`config.mk`:
```
export PLATFORM = sky130hd
export DESIGN_NAME = mem_arbiter
export DESIGN_NICKNAME = d
export VERILOG_FILES = /design/src/rtl/mem_arbiter_pkg.sv /design/src/rtl/mem_arbiter_priority.sv /design/src/rtl/mem_arbiter.sv
export SDC_FILE = /design/constraint.sdc
export NUM_CORES = 1
export LEC_CHECK = 0
export BUFFER_PORTS_ARGS = -buffer_cell sky130_fd_sc_hd__buf_2
export CORE_MARGIN = 3
export CORE_UTILIZATION = 43
export DETAILED_ROUTE_END_ITERATION = 10
export GPL_TIMING_DRIVEN = 0
export PLACE_DENSITY = 0.75
export SLEW_MARGIN = 20
export SYNTH_ARGS = -nofsm -noshare
export SYNTH_HDL_FRONTEND = slang
export SYNTH_HIERARCHICAL = 1
export SYNTH_SLANG_ARGS = --single-unit
```
`constraint.sdc`:
```
create_clock -name clock -period 4.6 [get_ports clock]
set_input_delay 0.92 -clock clock [delete_from_list [all_inputs] [get_ports clock]]
set_output_delay 0.92 -clock clock [all_outputs]
set_load 0.1 [all_outputs]
```
`src/rtl/mem_arbiter_pkg.sv`:
```
// Purpose: shared bus structs, arbiter FSM state and register record for mem_arbiter.
// Latency: n/a (types and constants only).
// Backpressure: n/a.
package mem_arbiter_pkg;

    localparam int MEM_ARB_MAX_PORTS = 16;
    localparam int MEM_ARB_IDX_W     = 4;   // enough to index MEM_ARB_MAX_PORTS requesters
    localparam int MEM_ARB_CNT_W     = 16;  // upper bound on the timeout counter width

    // Requester -> memory request; a write is any request with nonzero wstrb
    typedef struct packed {
        logic        mem_valid;
        logic        mem_instr;
        logic [31:0] mem_addr;
        logic [31:0] mem_wdata;
        logic [3:0]  mem_wstrb;
    } mem_in_type;

    // Memory -> requester response
    typedef struct packed {
        logic        mem_ready;
        logic [31:0] mem_rdata;
    } mem_out_type;

    typedef enum logic [1:0] {
        IDLE = 2'd0,
        BUSY = 2'd1,
        RESP = 2'd2
    } mem_arb_state_type;

    // Complete arbiter state; the downstream request is driven straight from req
    typedef struct packed {
        mem_arb_state_type          state;
        logic [MEM_ARB_IDX_W-1:0]   pointer;
        logic [MEM_ARB_IDX_W-1:0]   grant;
        mem_in_type                 req;
        logic [31:0]                rdata;
        logic [MEM_ARB_CNT_W-1:0]   count;
        logic                       err;
    } mem_arb_reg_type;

    localparam mem_arb_reg_type init_mem_arb_reg = '{
        state:   IDLE,
        pointer: '0,
        grant:   '0,
        req:     '0,
        rdata:   '0,
        count:   '0,
        err:     1'b0
    };

    // Port after g in round-robin order, wrapping to 0 after the last port
    function automatic logic [MEM_ARB_IDX_W-1:0] next_pointer(
        input logic [MEM_ARB_IDX_W-1:0] g,
        input int                       num_ports
    );
        if (int'(g) >= num_ports - 1) begin
            return '0;
        end
        return g + 1'b1;
    endfunction

endpackage

```
`src/rtl/mem_arbiter_priority.sv`:
```
// Purpose: round-robin pick of the first requesting port at or after pointer.
// Latency: purely combinational.
// Backpressure: none; found is low when no port requests.
module arbiter_priority
    import mem_arbiter_pkg::*;
#(
    parameter int NUM_PORTS = 2
)(
    input  logic [NUM_PORTS-1:0]     req,
    input  logic [MEM_ARB_IDX_W-1:0] pointer,
    output logic [MEM_ARB_IDX_W-1:0] grant,
    output logic                     found
);

    logic [NUM_PORTS-1:0] rotated;
    int                   first;

    // a + b wrapped into 0..NUM_PORTS-1 (both operands are already in range)
    function automatic int wrap_add(input int a, input int b);
        int s;
        s = a + b;
        return (s >= NUM_PORTS) ? s - NUM_PORTS : s;
    endfunction

    // Rotate the request vector so the pointer's port lands on bit 0
    always_comb begin
        rotated = '0;
        for (int i = 0; i < NUM_PORTS; i++) begin
            for (int j = 0; j < NUM_PORTS; j++) begin
                if (j == wrap_add(i, int'(pointer))) begin
                    rotated[i] = req[j];
                end
            end
        end
    end

    // Find the lowest set bit of the rotated vector
    always_comb begin
        found = 1'b0;
        first = 0;
        for (int i = NUM_PORTS - 1; i >= 0; i--) begin
            if (rotated[i]) begin
                found = 1'b1;
                first = i;
            end
        end
    end

    // Undo the rotation to recover the real port index
    always_comb begin
        grant = '0;
        for (int j = 0; j < NUM_PORTS; j++) begin
            if (j == wrap_add(first, int'(pointer))) begin
                grant = MEM_ARB_IDX_W'(j);
            end
        end
    end

endmodule

```
`src/rtl/mem_arbiter.sv`:
```
// Purpose: N-port round-robin merge of requester memory buses onto one downstream port (MEM_ARBITER_TIMEOUT_EN adds a downstream wait limit).
// Latency: zero-wait slave gives s_in valid 1 cycle after request, requester ready after 2, next grant after 3.
// Backpressure: one downstream transaction outstanding; other requesters hold valid until granted.
module mem_arbiter
    import mem_arbiter_pkg::*;
#(
    parameter int NUM_PORTS = 2,
    parameter int TIMEOUT   = 1023
)(
    input  logic                        clock,
    input  logic                        reset,
    input  mem_in_type  [NUM_PORTS-1:0] m_in,
    output mem_out_type [NUM_PORTS-1:0] m_out,
    output logic        [NUM_PORTS-1:0] m_err,
    output mem_in_type                  s_in,
    input  mem_out_type                 s_out
);

    if (NUM_PORTS < 2 || NUM_PORTS > MEM_ARB_MAX_PORTS ||
        TIMEOUT < 1 || TIMEOUT >= (1 << MEM_ARB_CNT_W)) begin : g_bad_params
        $error("mem_arbiter: NUM_PORTS or TIMEOUT out of range");
    end

    mem_arb_reg_type          r;
    mem_arb_reg_type          rin;
    logic [NUM_PORTS-1:0]     req_bits;
    logic [MEM_ARB_IDX_W-1:0] win_idx;
    logic                     win_found;

    // Collect the valid bits for the priority picker
    always_comb begin
        req_bits = '0;
        for (int i = 0; i < NUM_PORTS; i++) begin
            req_bits[i] = m_in[i].mem_valid;
        end
    end

    arbiter_priority #(
        .NUM_PORTS (NUM_PORTS)
    ) u_priority (
        .req     (req_bits),
        .pointer (r.pointer),
        .grant   (win_idx),
        .found   (win_found)
    );

    // State register with synchronous reset
    always_ff @(posedge clock) begin
        if (reset) begin
            r <= init_mem_arb_reg;
        end else begin
            r <= rin;
        end
    end

    // Next-state: grant in IDLE, wait in BUSY, one ready cycle in RESP
    always_comb begin
        mem_arb_reg_type v;
        v = r;
        case (r.state)
            IDLE: begin
                if (win_found) begin
                    for (int i = 0; i < NUM_PORTS; i++) begin
                        if (win_idx == MEM_ARB_IDX_W'(i)) begin
                            v.req = m_in[i];
                        end
                    end
                    v.req.mem_valid = 1'b1;
                    v.grant         = win_idx;
                    v.pointer       = next_pointer(win_idx, NUM_PORTS);
                    v.count         = '0;
                    v.err           = 1'b0;
                    v.state         = BUSY;
                end
            end
            BUSY: begin
                // A ready in the timeout cycle still counts as a normal completion
                if (s_out.mem_ready) begin
                    v.rdata         = s_out.mem_rdata;
                    v.req.mem_valid = 1'b0;
                    v.err           = 1'b0;
                    v.state         = RESP;
                end
`ifdef MEM_ARBITER_TIMEOUT_EN
                // Count never exceeds TIMEOUT, so only its low $clog2(TIMEOUT+1) bits toggle
                else if (r.count == MEM_ARB_CNT_W'(TIMEOUT)) begin
                    v.rdata         = '0;
                    v.req.mem_valid = 1'b0;
                    v.err           = 1'b1;
                    v.state         = RESP;
                end else begin
                    v.count = r.count + 1'b1;
                end
`endif
            end
            // No arbitration here, so the finishing requester's valid is not re-granted
            RESP: begin
                v.state = IDLE;
            end
            default: begin
                v.state = IDLE;
            end
        endcase
        rin = v;
    end

    assign s_in = r.req;

    // Only the granted port sees ready/data/error, and only during RESP
    always_comb begin
        m_out = '0;
        m_err = '0;
        for (int i = 0; i < NUM_PORTS; i++) begin
            if (r.state == RESP && r.grant == MEM_ARB_IDX_W'(i)) begin
                m_out[i].mem_ready = 1'b1;
                m_out[i].mem_rdata = r.rdata;
`ifdef MEM_ARBITER_TIMEOUT_EN
                m_err[i] = r.err;
`endif
            end
        end
    end

endmodule

```
* Word level (Yosys, flattened, before mapping) *
Index checks and enable logic that the tools add are counted.

operators by class
  add/subtract/negate cells = 6
  order comparisons = 4
  equal/unequal tests = 9
  mux-type cells = 26
  reductions and logical operators = 14

operator list
  kind                   number
  $mux 69                2
  $eq 2x32->1 const A    3
  $mux 32                3
  $mux 80                1
  $mux 33                2
  $ge 32x3->1 const B    2
  $logic_not 32->1       2
  $sub 32x3->32 const B  2
  $mux 1                 13
  $eq 4x1->1 const B     2
  $logic_not 4->1        2
  $mux 4                 2
  $reduce_and 2->1       3
  $reduce_and 3->1       2
  $add 1x4->5            1
  $add 1x4->5 const A    1
  $sub 4x2->5 const B    1
  $add 4x1->4 const B    1
  $ge 4x1->1 const B     1
  $ge 4x2->1 const B     1
  $pmux 2 s2             1
  $reduce_bool 2->1      2
  $eq 2x1->1 const B     1
  $eq 2x2->1 const B     1
  other kinds (6)        7

storage, ports and cells
  register bits after elaboration = 112
  input port bits = 175
  logic and storage cells = 68

* Longest topological paths before layout *
  depth after elaboration = 20
  gate-level depth with buffers = 24
  mapped depth without buffers = 21

* By module *
The synthesis kept the hierarchy.

by module, submodules not included
  module            instances  cells an instance  area each (um2)  sequential area each (um2)
  mem_arbiter       1          797                6231.0           2242.2
  arbiter_priority  1          55                 454.2            0.0

* Worst setup path after synthesis *
OpenSTA, ideal clock, no wires.

  path type = reg-to-reg
  start = register r[123] (netlist bit)
  end = register r, in the netlist s_in[18]
  setup time = 0.095 ns
  arrival = 4.211 ns
  setup slack = 0.294 ns
  stages on the path, launching flop included = 24
  buffers on the path = 3
  clock period less this slack = 4.306 ns
  cells stage by stage = dfxtp_1 -> inv_1 -> ha_1 -> ha_1 -> nor2b_1 -> xnor3_1 -> nand3_2 -> nor2_2 -> ha_1 -> ha_1 -> xnor2_1 -> and3_1 -> ha_1 -> nand4b_1 -> nor2_1 -> mux2i_1 -> a21boi_1 -> inv_1 -> ha_1 -> clkbuf_1 -> clkbuf_1 -> clkbuf_1 -> a22o_1 -> a221oi_1

between the ends
  longest elaborated chain between the ends = 16

RTL lines
  item                                           RTL line                    text
  from (decl)                                    mem_arbiter.sv:24           mem_arb_reg_type r;
  from (signal assigned)                         mem_arbiter.sv:50           r <= init_mem_arb_reg;
  from (signal assigned)                         mem_arbiter.sv:52           r <= rin;
  $add 1x4->5                                    mem_arbiter_priority.sv:21  s = a + b;
  $sub 32x3->32 or $ge 32x3->1 (tied branches)   mem_arbiter_priority.sv:22  return (s >= NUM_PORTS) ? s - NUM_PORTS : s;
  $mux 32                                        mem_arbiter_priority.sv:22
  $logic_not 32->1                               mem_arbiter_priority.sv:30  if (j == wrap_add(i, int'(pointer))) begin
  $mux 1 (2 in series)                           mem_arbiter_priority.sv:30
  $mux 1 (2 in series)                           mem_arbiter_priority.sv:42  if (rotated[i]) begin
  $add 1x4->5 *                                  -
  $sub 32x3->32 or $ge 32x3->1 (tied branches)   mem_arbiter_priority.sv:22
  $mux 32 *                                      mem_arbiter_priority.sv:22
  $eq 2x32->1 *                                  mem_arbiter_priority.sv:53  if (j == wrap_add(first, int'(pointer))) begin
  $mux 1 *                                       mem_arbiter_priority.sv:53
  named net win_idx[0]                           mem_arbiter.sv:27           logic [MEM_ARB_IDX_W-1:0] win_idx;
  $eq 4x1->1 or $logic_not 4->1 (tied branches)  mem_arbiter.sv:64           if (win_idx == MEM_ARB_IDX_W'(i)) begin
  $reduce_bool 2->1 (no source line)             -
  $reduce_and 3->1 (no source line)              -

The timed path passes the listed nets; every way through them passes the cells marked *.
A chain may end at the register's enable or synchronous reset.

* Worst setup path in the final report *
  start = register r[125] (netlist bit)
  end = register r, in the netlist s_in[58]

Same word-level chain as after synthesis.

==> out/metrics.cfg <==
[status]
status = complete, no violations

[setup_path]
worst_ep_arrival_time_ns = 4.51
crit_path_end_kind = flip-flop
worst_ep_required_time_ns = 4.81
timing.rr.start = r[125]
rrSetupSlack_ns = 0.30
critPathLaunch = r[125]
cp_max_fo = 10
r2r_end = s_in[58]
critPathLaunchType = flip-flop
crit_end = s_in[58]
reg2reg_depth = 22
critPathKind = flip-flop to flip-flop

[power]
power.density_mw_per_mm2 = 312
ir_drop_mv = 0.193
finalPower_mw = 2.79
leakage_nw = 4.74

[layout]
antennaDiodeCount = 0
num-fill-cells = 1423
syn_to_final_growth_pct = 33.7
multi_input_area_mm2 = 0.00309
fin_nets = 1367
ff_latch_area_mm2 = 0.00225
layout-drive-gt1-share = 0.392

[logic_synthesis]
synth_edf_count = 0
ys_types = 44
yosysTopAreaCell = dfxtp_1
syn_area_mm2 = 0.00669
ys_seq_elements = 112
ys.flop_type = dfxtp_1
synthArstFlopShare = 0
ys_seq_area_frac = 0.335
postSynthAreaPerCell_um2 = 7.85
ys_top_cells_by_area = dfxtp_1, a221oi_1, a22o_1, buf_4, inv_1
netlist.area_leader.share = 0.335
synthTopCellsByCount = inv_1, dfxtp_1, buf_4, nand2_1, nor2_1
netlist_instances = 852
ys_warn_count = 6
synth.most_common_cell = inv_1

[clock_tree]
clk_path_buf_depth = 2
numClockSinks = 112
postCtsHoldBufs = 0
path_clk_slew_ns = 0.07
clkLatencyLatePin_ns = 0.35
cts-htree-levels = 3
cts_buffers = 9
clockRootBuffer = clkbuf_16
cts_tree = done

[floorplanning]
rows = 44
die_area_mm2 = 0.0171
io_pins = 313
start_util = 0.450
core_area_mm2 = 0.0149
die_w_um = 131
die_h_um = 131

[routing]
drt-wirelength-per-cell_um = 14.5
vias = 6595
drtIter0Drc = 246
postRouteAntennaNets = 0
finalWirelength_mm = 19.9
vias_per_cell = 4.83
dr.pass1.iters = 4
drc = 0

[run]
cap_viol_max_count = 0

[timing]
relSlewSlack = 0.583
tightest_slew_ns = 0.625
setup_ws_ns = 0.295
period_needed_ns = 4.30
setup_viol = 0
final-max-slew-violation-count = 0
final_hold_viol_count = 0
period_share = 0.936
finClkSkew_ns = 0.00593
max_freq_mhz = 232

[grt]
grt_pass1_wl_mm = 29.5
grt_pass1_vias = 6162
grt_overflow = 0
grtUsageTotal = 0.220
grt_antenna_before_repair = 1
grt_max_degree = 19

[place]
place_ws_ns = -0.625
dp.final_hpwl_mm = 16.0
port_buffers = 309
gp_congestion = 0.803

[worst_hold_path]
hp-class = flip-flop to flip-flop

routing by layer:
| metal | vias to the layer above | routed length [um] | GRT usage |
|---|---|---|---|
| met5 | - | 12 | 0 |
| met3 | 34 | 1700 | 0.0508 |
| met4 | 2 | 551 | 0.0889 |
| met1 | 2926 | 7660 | 0.244 |
| met2 | 255 | 9940 | 0.403 |
| li1 | 3378 | - | - |
cell usage in the layout (no fill, tap or decap), types with 8 or more instances in the layout:
master | Yosys | layout
a21oi_1 | 37 | 37
a221oi_1 | 68 | 66
a22o_1 | 68 | 68
and2_1 | 64 | 64
buf_2 | 12 | 318
buf_4 | 77 | 83
buf_6 | 7 | 8
clkbuf_1 | 45 | 30
clkbuf_16 | 0 | 9
clkbuf_2 | 0 | 8
dfxtp_1 | 112 | 110
ha_1 | 15 | 10
inv_1 | 145 | 145
nand2_1 | 74 | 74
nor2_1 | 74 | 74
critical path, cell delays in order (launching register included):
cell,delay [ns]
dfxtp_1,0.37
buf_6,0.16
inv_1,0.05
ha_1,0.17
ha_1,0.19
nand2b_1,0.09
mux2i_1,0.17
and3_1,0.21
nor2_2,0.06
ha_1,0.19
ha_2,0.33
inv_1,0.06
and3_1,0.14
ha_1,0.19
nand4b_1,0.20
nor2_1,0.12
mux2i_1,0.10
a21boi_2,0.18
inv_1,0.11
ha_4,0.22
o211ai_4,0.31
clkbuf_1,0.39
a221oi_1,0.17
sequential cells by signal, summed over array words and instances (netlist names):
signal / count
s_in: 70
r: 42
how the worst min path moves through the flow:
stage,start,depth (start not counted),end
2_1_floorplan,r[122],2,r[122]
3_3_place_gp,r[120],2,r[120]
3_5_place_dp,r[122],2,r[122]
4_1_cts,r[122],2,r[122]
5_1_grt,s_in[12],2,s_in[12]
6_report,r[25],2,r[25]
per-stage QoR:
| step | area (um^2) | setup TNS [ns] | hold WS, ns | instances | utilization |
|---|---|---|---|---|---|
| after floorplan | 6700 | 0 | 0.436 | 855 | - |
| after global placement | 8470 | -23.12 | 0.448 | 1348 | 0.570 |
| after detailed placement | 8470 | -30.01 | 0.452 | 1348 | 0.570 |
| after CTS | 8820 | 0 | 0.462 | 1364 | 0.594 |
| after global routing | 8940 | -0.00220 | 0.477 | 1366 | 0.601 |
| final | 8940 | 0 | 0.460 | 1366 | 0.601 |
power by group:
part | internal (mW) | switching [mW] | total, mW
Sequential | 1.03 | 0.0333 | 1.06
Combinational | 0.295 | 0.578 | 0.873
Clock | 0.494 | 0.360 | 0.854
repair_timing:
action / in CTS / in global routing
setup endpoints to repair: 71 / 71
pin swaps: 1 / 2
gates resized for setup: 11 / 45
hold endpoints to repair: 0 / 0
buffers inserted: 1 / 2
area by class of cell:
type / count / share of cell area
plain buffers: 140 / 0.104
clock buffers: 10 / 0.0267
clock inverters: 6 / 0.0101
inverters: 146 / 0.0613
multi-input cells: 456 / 0.345
flip-flops and latches: 112 / 0.252
well taps: 184 / 0.0258
repair buffers: 312 / 0.176
cells by family (layout without fill, tap and decap cells):
logic type,count (synthesis),count (layout),synth area share
buffers and inverters,287,614,0.214
and+or+nand+nor,241,241,0.181
AOI/OAI and AO/OA,184,184,0.220
DFF,112,112,0.335
adders and majority gates,15,15,0.0281
muxes,6,6,0.00992
xor gates and xnor gates,5,5,0.00973
other,2,5,0.00112
Power figures use the tool's default switching activity.
